$ cat src/rtl/ipdom_pkg.sv
// ipdom_pkg: shared types and constants for the IPDOM split/join controller.
package ipdom_pkg;

  // Settle interval for a zero-latency stack; the registered-output stack adds one.
  localparam int IPDOM_SETTLE_MIN = 1;

  // Default geometry of the warp datapath.
  localparam int IPDOM_NUM_THREADS = 4;
  localparam int IPDOM_PC_BITS     = 30;
  localparam int IPDOM_STACK_DEPTH = 8;

  // Pointer width for a stack of n entries, never narrower than one bit.
  function automatic int log2up(input int n);
    return (n > 1) ? $clog2(n) : 1;
  endfunction

  localparam int IPDOM_PTRW = log2up(IPDOM_STACK_DEPTH);

  typedef enum logic {
    ST_IDLE   = 1'b0,
    ST_SETTLE = 1'b1
  } ipdom_state_e;

  typedef struct packed {
    logic [IPDOM_NUM_THREADS-1:0] tmask;
    logic [IPDOM_PC_BITS-1:0]     pc;
  } ipdom_entry_t;

  typedef struct packed {
    logic                         is_split;
    logic [IPDOM_NUM_THREADS-1:0] tmask;
    logic [IPDOM_NUM_THREADS-1:0] then_tmask;
    logic [IPDOM_NUM_THREADS-1:0] else_tmask;
    logic [IPDOM_PC_BITS-1:0]     else_pc;
    logic [IPDOM_PTRW-1:0]        join_ptr;
  } ipdom_req_t;

  typedef struct packed {
    logic                         valid;
    logic                         divergent;
    logic [IPDOM_NUM_THREADS-1:0] tmask;
    logic                         pc_valid;
    logic [IPDOM_PC_BITS-1:0]     pc;
    logic [IPDOM_PTRW-1:0]        sptr;
  } ipdom_rsp_t;

endpackage

$ cat src/rtl/ipdom_branch_decode.sv
// ipdom_branch_decode: combinational split/join decision for one accepted request.
// Produces the stack push/pop strobes, the error strobes and the response fields.
module ipdom_branch_decode
  import ipdom_pkg::*;
#(
  parameter int NUM_THREADS = 4,
  parameter int PC_BITS     = 30,
  parameter int PTRW        = 3,
  parameter int ENTRYW      = NUM_THREADS + PC_BITS
) (
  input  logic                   accept,
  input  logic                   is_split,
  input  logic [NUM_THREADS-1:0] tmask,
  input  logic [NUM_THREADS-1:0] then_tmask,
  input  logic [NUM_THREADS-1:0] else_tmask,
  input  logic [PC_BITS-1:0]     else_pc,
  input  logic [PTRW-1:0]        join_ptr,
  input  logic [ENTRYW-1:0]      stk_d,
  input  logic                   stk_d_set,
  input  logic [PTRW-1:0]        stk_q_ptr,
  input  logic                   stk_empty,
  input  logic                   stk_full,
  output logic                   push,
  output logic                   pop,
  output logic                   ovf,
  output logic                   unf,
  output logic                   divergent,
  output logic [NUM_THREADS-1:0] rsp_tmask,
  output logic                   rsp_pc_valid,
  output logic [PC_BITS-1:0]     rsp_pc,
  output logic [ENTRYW-1:0]      stk_q0,
  output logic [ENTRYW-1:0]      stk_q1
);

  logic taken;
  logic not_taken;
  logic ptr_match;

  assign taken     = |then_tmask;
  assign not_taken = |else_tmask;
  assign ptr_match = (join_ptr == stk_q_ptr);

  // The restore entry keeps the pre-split mask; the else entry carries the deferred path.
  assign stk_q0 = {tmask, {PC_BITS{1'b0}}};
  assign stk_q1 = {else_tmask, else_pc};

  // Decide push/pop and the new mask/PC; strobes only fire for an accepted request.
  always_comb begin
    push         = 1'b0;
    pop          = 1'b0;
    ovf          = 1'b0;
    unf          = 1'b0;
    divergent    = 1'b0;
    rsp_tmask    = tmask;
    rsp_pc_valid = 1'b0;
    rsp_pc       = '0;
    if (is_split) begin
      if (taken && not_taken) begin
        rsp_tmask = then_tmask;
        if (stk_full) begin
          ovf = accept;
        end else begin
          push      = accept;
          divergent = 1'b1;
        end
      end else if (not_taken) begin
        rsp_tmask    = else_tmask;
        rsp_pc       = else_pc;
        rsp_pc_valid = 1'b1;
      end else if (taken) begin
        rsp_tmask = then_tmask;
      end
    end else if (!ptr_match) begin
      if (stk_empty) begin
        unf = accept;
      end else begin
        pop       = accept;
        rsp_tmask = stk_d[ENTRYW-1 -: NUM_THREADS];
        if (stk_d_set) begin
          rsp_pc_valid = 1'b1;
          rsp_pc       = stk_d[PC_BITS-1:0];
        end
      end
    end
  end

endmodule

$ cat src/rtl/ipdom_branch_ctrl.sv
// ipdom_branch_ctrl: per-warp split/join controller driving one IPDOM divergence stack.
// Stack operations are followed by a settle interval that hides the stack read latency.
// Optional: define IPDOM_PERF_EN to build the divergence/redirect perf counters.
module ipdom_branch_ctrl
  import ipdom_pkg::*;
#(
  parameter int NUM_THREADS   = 4,
  parameter int PC_BITS       = 30,
  parameter int STACK_DEPTH   = 8,
  parameter int STACK_OUT_REG = 0,
  parameter int PTRW          = log2up(STACK_DEPTH),
  parameter int ENTRYW        = NUM_THREADS + PC_BITS
) (
  input  logic                   clk,
  input  logic                   reset,
  input  logic                   req_valid,
  output logic                   req_ready,
  input  logic                   req_is_split,
  input  logic [NUM_THREADS-1:0] req_tmask,
  input  logic [NUM_THREADS-1:0] req_then_tmask,
  input  logic [NUM_THREADS-1:0] req_else_tmask,
  input  logic [PC_BITS-1:0]     req_else_pc,
  input  logic [PTRW-1:0]        req_join_ptr,
  output logic                   rsp_valid,
  output logic                   rsp_divergent,
  output logic [NUM_THREADS-1:0] rsp_tmask,
  output logic                   rsp_pc_valid,
  output logic [PC_BITS-1:0]     rsp_pc,
  output logic [PTRW-1:0]        rsp_sptr,
  output logic                   stk_push,
  output logic                   stk_pop,
  output logic [ENTRYW-1:0]      stk_q0,
  output logic [ENTRYW-1:0]      stk_q1,
  input  logic [ENTRYW-1:0]      stk_d,
  input  logic                   stk_d_set,
  input  logic [PTRW-1:0]        stk_q_ptr,
  input  logic                   stk_empty,
  input  logic                   stk_full,
  output logic                   err_ovf,
  output logic                   err_unf,
  output logic [31:0]            perf_dvg_cnt,
  output logic [31:0]            perf_redir_cnt
);

  typedef struct packed {
    logic                   valid;
    logic                   divergent;
    logic [NUM_THREADS-1:0] tmask;
    logic                   pc_valid;
    logic [PC_BITS-1:0]     pc;
    logic [PTRW-1:0]        sptr;
  } rsp_t;

  localparam logic [1:0] SETTLE_LOAD = 2'(IPDOM_SETTLE_MIN + STACK_OUT_REG);

  ipdom_state_e           state_q;
  ipdom_state_e           state_d;
  logic [1:0]             settle_q;
  logic [1:0]             settle_d;
  logic                   accept;
  logic                   dec_ovf;
  logic                   dec_unf;
  logic                   dec_divergent;
  logic [NUM_THREADS-1:0] dec_tmask;
  logic                   dec_pc_valid;
  logic [PC_BITS-1:0]     dec_pc;
  rsp_t                   rsp_d;
  rsp_t                   rsp_q;

  // A request arriving during reset is never accepted, so nothing reaches the stack.
  assign req_ready = (state_q == ST_IDLE);
  assign accept    = req_valid & req_ready & ~reset;

  ipdom_branch_decode #(
    .NUM_THREADS (NUM_THREADS),
    .PC_BITS     (PC_BITS),
    .PTRW        (PTRW),
    .ENTRYW      (ENTRYW)
  ) u_decode (
    .accept       (accept),
    .is_split     (req_is_split),
    .tmask        (req_tmask),
    .then_tmask   (req_then_tmask),
    .else_tmask   (req_else_tmask),
    .else_pc      (req_else_pc),
    .join_ptr     (req_join_ptr),
    .stk_d        (stk_d),
    .stk_d_set    (stk_d_set),
    .stk_q_ptr    (stk_q_ptr),
    .stk_empty    (stk_empty),
    .stk_full     (stk_full),
    .push         (stk_push),
    .pop          (stk_pop),
    .ovf          (dec_ovf),
    .unf          (dec_unf),
    .divergent    (dec_divergent),
    .rsp_tmask    (dec_tmask),
    .rsp_pc_valid (dec_pc_valid),
    .rsp_pc       (dec_pc),
    .stk_q0       (stk_q0),
    .stk_q1       (stk_q1)
  );

  // Next-state: any stack operation blocks new requests until the stack top has settled.
  always_comb begin
    state_d  = state_q;
    settle_d = settle_q;
    case (state_q)
      ST_IDLE: begin
        if (stk_push || stk_pop) begin
          state_d  = ST_SETTLE;
          settle_d = SETTLE_LOAD;
        end
      end
      ST_SETTLE: begin
        settle_d = settle_q - 2'd1;
        if (settle_q <= 2'd1) begin
          state_d  = ST_IDLE;
          settle_d = '0;
        end
      end
      default: begin
        state_d  = ST_IDLE;
        settle_d = '0;
      end
    endcase
  end

  // State and settle counter registers.
  always_ff @(posedge clk) begin
    if (reset) begin
      state_q  <= ST_IDLE;
      settle_q <= '0;
    end else begin
      state_q  <= state_d;
      settle_q <= settle_d;
    end
  end

  // Response contents for the accepted request; all-zero in cycles with no acceptance.
  always_comb begin
    rsp_d = '0;
    if (accept) begin
      rsp_d.valid     = 1'b1;
      rsp_d.divergent = dec_divergent;
      rsp_d.tmask     = dec_tmask;
      rsp_d.pc_valid  = dec_pc_valid;
      rsp_d.pc        = dec_pc;
      rsp_d.sptr      = stk_q_ptr;
    end
  end

  // Response register: one-cycle pulse after acceptance, dropped by reset.
  always_ff @(posedge clk) begin
    if (reset) begin
      rsp_q <= '0;
    end else begin
      rsp_q <= rsp_d;
    end
  end

  assign rsp_valid     = rsp_q.valid;
  assign rsp_divergent = rsp_q.divergent;
  assign rsp_tmask     = rsp_q.tmask;
  assign rsp_pc_valid  = rsp_q.pc_valid;
  assign rsp_pc        = rsp_q.pc;
  assign rsp_sptr      = rsp_q.sptr;

  // Sticky overflow/underflow flags, cleared only by reset.
  always_ff @(posedge clk) begin
    if (reset) begin
      err_ovf <= 1'b0;
      err_unf <= 1'b0;
    end else begin
      err_ovf <= err_ovf | dec_ovf;
      err_unf <= err_unf | dec_unf;
    end
  end

`ifdef IPDOM_PERF_EN
  logic [31:0] dvg_cnt_q;
  logic [31:0] redir_cnt_q;

  // Wrapping counters of divergent splits and of joins that redirect the PC.
  always_ff @(posedge clk) begin
    if (reset) begin
      dvg_cnt_q   <= '0;
      redir_cnt_q <= '0;
    end else begin
      if (stk_push) begin
        dvg_cnt_q <= dvg_cnt_q + 32'd1;
      end
      if (stk_pop && dec_pc_valid) begin
        redir_cnt_q <= redir_cnt_q + 32'd1;
      end
    end
  end

  assign perf_dvg_cnt   = dvg_cnt_q;
  assign perf_redir_cnt = redir_cnt_q;
`else
  assign perf_dvg_cnt   = '0;
  assign perf_redir_cnt = '0;
`endif

endmodule

$ cat config.mk
export PLATFORM = sky130hd
export DESIGN_NAME = ipdom_branch_ctrl
export DESIGN_NICKNAME = d
export VERILOG_FILES = /design/src/rtl/ipdom_pkg.sv /design/src/rtl/ipdom_branch_decode.sv /design/src/rtl/ipdom_branch_ctrl.sv
export SDC_FILE = /design/constraint.sdc
export NUM_CORES = 1
export LEC_CHECK = 0
export ABC_AREA = 1
export CORE_AREA = 2 2 103 105
export DETAILED_ROUTE_END_ITERATION = 8
export DIE_AREA = 0 0 105 107
export PLACE_DENSITY = 0.78
export SYNTH_ARGS = -nofsm -noshare
export SYNTH_HDL_FRONTEND = slang
export SYNTH_SLANG_ARGS = --single-unit
$ cat constraint.sdc
create_clock -name clk -period 3.7 [get_ports clk]
set_clock_uncertainty 0.15 [all_clocks]
set_input_delay 0.74 -clock clk [delete_from_list [all_inputs] [get_ports clk]]
set_output_delay 0.74 -clock clk [all_outputs]
set_load 0.01 [all_outputs]
==> After elaboration in Yosys (flattened, before gate mapping) <==
Index checks and enable logic that the tools add are counted.
W data, S select, Z words.
{ "word_totals": {"in_bits": 89, "ff_bits": 45, "elab_cells": 69} }
{ "classes": {"bitwise": 9, "eq_ne": 2, "reduce_logical": 6, "muxes": 40, "addsub": 1, "order_cmp": 1} }
{ "op_table": {"columns": ["cell", "count"], "rows": [
  ["$mux W30", 6],
  ["$mux W40", 1],
  ["$mux W4", 6],
  ["$mux W1", 23],
  ["$reduce_or A4 Y1", 3],
  ["$not A1 Y1", 5],
  ["$mux W2", 2],
  ["$pmux W2 S2", 1],
  ["$eq A3 B3 Y1", 1],
  ["$and A1 B1 Y1", 2],
  ["$le A2 B1 Y1 const B", 1],
  ["$ne A2 B1 Y1 const B", 1],
  ["$or A1 B1 Y1", 2],
  ["$pmux W1 S2", 1],
  ["$reduce_or A2 Y1", 1],
  ["$sub A2 B1 Y2 const B", 1],
  ["$logic_and A1 B1 Y1", 1],
  ["$logic_or A1 B1 Y1", 1]
]} }

==> Depth between registers and ports, before layout <==
{ "logic_depth": {"word_depth": 9, "depth_mapped": 9} }

==> Modules after synthesis <==
A second synthesis with hierarchy kept.
{ "hier_totals": {"cells_unflattened": 541, "hier_area_um2": 3533.4} }
{ "modules_own_cells": {"columns": ["module", "area_per_inst_um2", "instances", "cells_per_inst", "seq_area_each_um2"], "rows": [
  ["ipdom_branch_ctrl", 1841.8, 1, 213, 900.9],
  ["ipdom_branch_decode", 1691.6, 1, 328, 0.0]
]} }

==> Least setup slack after synthesis <==
Ideal clock, no wire load.
{ "synth_path": {"path_kind": "input to output", "start": "input stk_q_ptr[0]", "end": "output stk_pop", "path_stages": 5, "required_ns": 2.810, "setup_slack_ns": 1.494, "arrival_time_ns": 1.316, "path_cell_list": "xnor2_1 nand3_2 buf_4 nand3_2 inv_1"} }
{ "synth_via": {"elab_chain_cells": 3} }
{ "synth_rtl": {"columns": ["item", "line", "source"], "rows": [
  ["start, declared", "ipdom_branch_ctrl.sv:36", "input logic [PTRW-1:0] stk_q_ptr,"],
  ["$eq A3 B3 Y1", "ipdom_branch_decode.sv:41", "assign ptr_match = (join_ptr == stk_q_ptr);"],
  ["$mux W1", "ipdom_branch_decode.sv:73", "end else if (!ptr_match) begin"],
  ["$mux W1", "ipdom_branch_decode.sv:57", "if (is_split) begin"],
  ["end, declared", "ipdom_branch_ctrl.sv:31", "output logic stk_pop,"]
]} }
No other way between the ends.

==> Worst setup path after layout <==
{ "layout_path": {"start": "input req_is_split", "end": "output stk_pop"} }
{ "layout_via": {"elab_chain_cells": 1} }
{ "layout_rtl": {"columns": ["item", "line", "source"], "rows": [
  ["start, declared", "ipdom_branch_ctrl.sv:18", "input logic req_is_split,"],
  ["$mux W1", "ipdom_branch_decode.sv:57", null]
]} }
No other way between the ends.

==> flow_metrics.env <==
export IMPL_design_core_area_um2=10100
export IMPL_yosysWarnings=0
export IMPL_leakage_nw=1.77
export IMPL_synth_top_cells_by_count="buf_4, dfxtp_1, a21oi_1"
export IMPL_ys_top_cells_by_area="buf_4, dfxtp_1, nand4_1"
export IMPL_slowest_stage="clkdlybuf4s50_1"
export IMPL_first_global_vias=2645
export IMPL_htreeDepth=2
export IMPL_overflow=0
export IMPL_power_switching_mw=0.348
export IMPL_num_antenna_cells=0
export IMPL_num_nets_final=608
export IMPL_wirelength_met1_um=3590
export IMPL_synth_ff_type="dfxtp_1"
export IMPL_drt_vias_per_instance=4.31
export IMPL_whs_ns=0.308
export IMPL_area_delta_synth_final_pct=41.2
export IMPL_drtIter0Drc=155
export IMPL_fin_tns_setup_ns=0
export IMPL_clk_latency_ns=0.29
export IMPL_multi_input_area_um2=1280
export IMPL_drc=0
export IMPL_die_h_um=107
export IMPL_maxSlewViolCount=0
export IMPL_hpwl_um=7140
export IMPL_maxCapViolCount=0
export IMPL_initial_core_util_pct=30.4
export IMPL_routed_wl_met3_um=856
export IMPL_wl_met2_um=4780
export IMPL_min_to="settle_q[1]"
export IMPL_cts_hold_buffers=0
export IMPL_cp_cell_sequence="clkdlybuf4s50_1 > nor2_1 > nand3_2 > inv_1 > clkdlybuf4s50_1"
export IMPL_cts_tree="yes"
export IMPL_dr_pass1_iters=4
export IMPL_p_per_area_nw_per_um2=277
export IMPL_drive_gt1_share_pct=7.32
export IMPL_holdCritPathClass="register to register"
export IMPL_crit_arrival_ns=2.39
export IMPL_switching_share_pct=29.0
export IMPL_end_kind="primary output"
export IMPL_rows=37
export IMPL_start_kind="primary input"
export IMPL_grt_setup_unrepaired="false"
export IMPL_setup_viol=0
export IMPL_numCtsBuffers=5
export IMPL_synthesis_area_um2=3070
export IMPL_via_count=2824
export IMPL_p_clk_share_pct=30.8
export IMPL_finalHoldViolCount=0
export IMPL_synth_top_area_cell="buf_4"
export IMPL_netlist_area_leader_share_pct=33.0
export IMPL_combinationalPowerShare_pct=27.5
export IMPL_ir_drop_uv=127
export IMPL_regArea_um2=901
export IMPL_min_delay_start="settle_q[1]"
export IMPL_clock_sinks=45
export IMPL_r2r_start="state_q"
export IMPL_r2r_setup_slack_ns=2.26
export IMPL_postSynthAreaPerCell_um2=7.79
export IMPL_wl_um=9360
export IMPL_critPathMostFrequentCell="clkdlybuf4s50_1"
export IMPL_setup_ws_ns=0.423
export IMPL_track_usage_pct=15.6
export IMPL_power_mw=1.20
export IMPL_ctsResizeCount=0
export IMPL_synth_edf_count=0
export IMPL_min_period_over_period_pct=88.6
export IMPL_critPathKind="primary input to primary output"
export IMPL_antenna_found_initial=0
export IMPL_p_int_mw=0.853
export IMPL_cp_max_fo=5
export IMPL_highest_layer="met4"
export IMPL_port_buffers=171
export IMPL_dp_slack_ns=0.390
export IMPL_final_core_util_pct=42.9
export IMPL_run_status="completed"
export IMPL_clock_fmax_mhz=305
export IMPL_cts_root_buf="clkbuf_8"
export IMPL_fillerInstances=1036
export IMPL_period_needed_ns=3.28
export IMPL_netlist_instances=394
export IMPL_die_w_um=105
export IMPL_required_ns=2.81
export IMPL_dieArea_um2=11200
export IMPL_clockBufferDepth=2
export IMPL_postCtsSetupBuffers=0
export IMPL_p_seq_share_pct=41.7
export IMPL_ios=266
export IMPL_synth_most_common_cell="buf_4"
export IMPL_drtAntennaViolNets=0
export IMPL_hold_depth=2
export IMPL_clkTransAtPathRegs_ns=0.09
export IMPL_ys_types=24
export IMPL_grt_pass1_wl_um=13700
export IMPL_grt_max_degree=36
export IMPL_synth_seq_cells=45
export IMPL_wire_per_inst_um=14.3
export IMPL_reg2reg_depth=6
export IMPL_regToRegEndpoint="err_ovf"
export IMPL_yosysSeqAreaShare_pct=29.4
export IMPL_gp_congestion=0.871
export IMPL_async_reset_ff_share_pct=0
export IMPL_max_stage_delay_ns=0.61
-- power groups by stage --
| stage | Sequential, mW | Combinational, mW | Clock, mW |
|---|---|---|---|
| after floorplan | 0.516 | 0.239 | 0 |
| after CTS | 0.500 | 0.331 | 0.387 |
| after global routing | 0.501 | 0.356 | 0.402 |
| final | 0.500 | 0.330 | 0.370 |
| after detailed placement | 0.511 | 0.330 | 0 |
| after global placement | 0.511 | 0.325 | 0 |
-- routing by layer --
layer / global-route usage [%] / vias up
met5: 0 / -
met4: 4.95 / 0
met3: 4.32 / 8
met2: 28.6 / 192
met1: 17.3 / 1303
li1: - / 1321
-- cells in the final DEF (no fill, tap or decap) --
cell	n
clkdlybuf4s50_1	171
conb_1	94
dfxtp_1	45
a21oi_1	33
nand4_1	32
nand2_1	24
inv_1	24
nand3_1	22
nor2_1	18
nand3_2	14
o21ai_0	9
buf_4	7
a21oi_2	5
clkbuf_8	5
o211ai_1	4
nand2_2	2
clkinv_1	2
a31oi_1	2
inv_2	1
xnor2_1	1
inv_4	1
nor2_2	1
bufinv_16	1
clkinv_2	1
-- how the worst max path moves through the flow --
stage                             from       to  depth (start not counted)
after global placement    req_is_split  stk_pop                          5
after floorplan           stk_q_ptr[0]  stk_pop                          5
after CTS                 req_is_split  stk_pop                          5
final                     req_is_split  stk_pop                          5
after detailed placement  req_is_split  stk_pop                          5
after global routing             reset  stk_pop                          7
-- critical path: cells and delay by family --
kind | cells | cell delay (ns)
simple gates | 2 | 0.41
buf+inv | 3 | 1.24
-- cell type report --
| class | count | share of cell area (%) |
|---|---|---|
| inverters | 28 | 2.48 |
| repair buffers | 178 | 40.7 |
| well taps | 136 | 3.93 |
| clock buffers | 5 | 1.59 |
| flip-flops and latches | 45 | 20.8 |
| clock inverters | 2 | 0.809 |
| multi-input cells | 261 | 29.7 |
-- kinds of logic after synthesis --
kind of cell | synth area share [%]
XOR/XNOR | 0.286
AND/OR/NAND/NOR | 20.4
other | 0.122
buffers and inverters | 40.1
AO/OA/AOI/OAI | 9.67
flip-flops | 29.4
-- sequential cells by signal (all words and copies together), names as in the netlist --
signal	count
rsp_divergent	1
rsp_tmask	4
state_q	1
rsp_sptr	3
err_unf	1
err_ovf	1
rsp_pc	30
rsp_pc_valid	1
rsp_valid	1
settle_q	2
-- per-stage QoR --
step / cells / instance area, um2
floorplan: 487 / 3420
global placement: 648 / 4230
detailed placement: 648 / 4230
CTS: 655 / 4330
global route: 655 / 4330
finish: 655 / 4330
No activity file was read; power rests on OpenSTA's default activity.
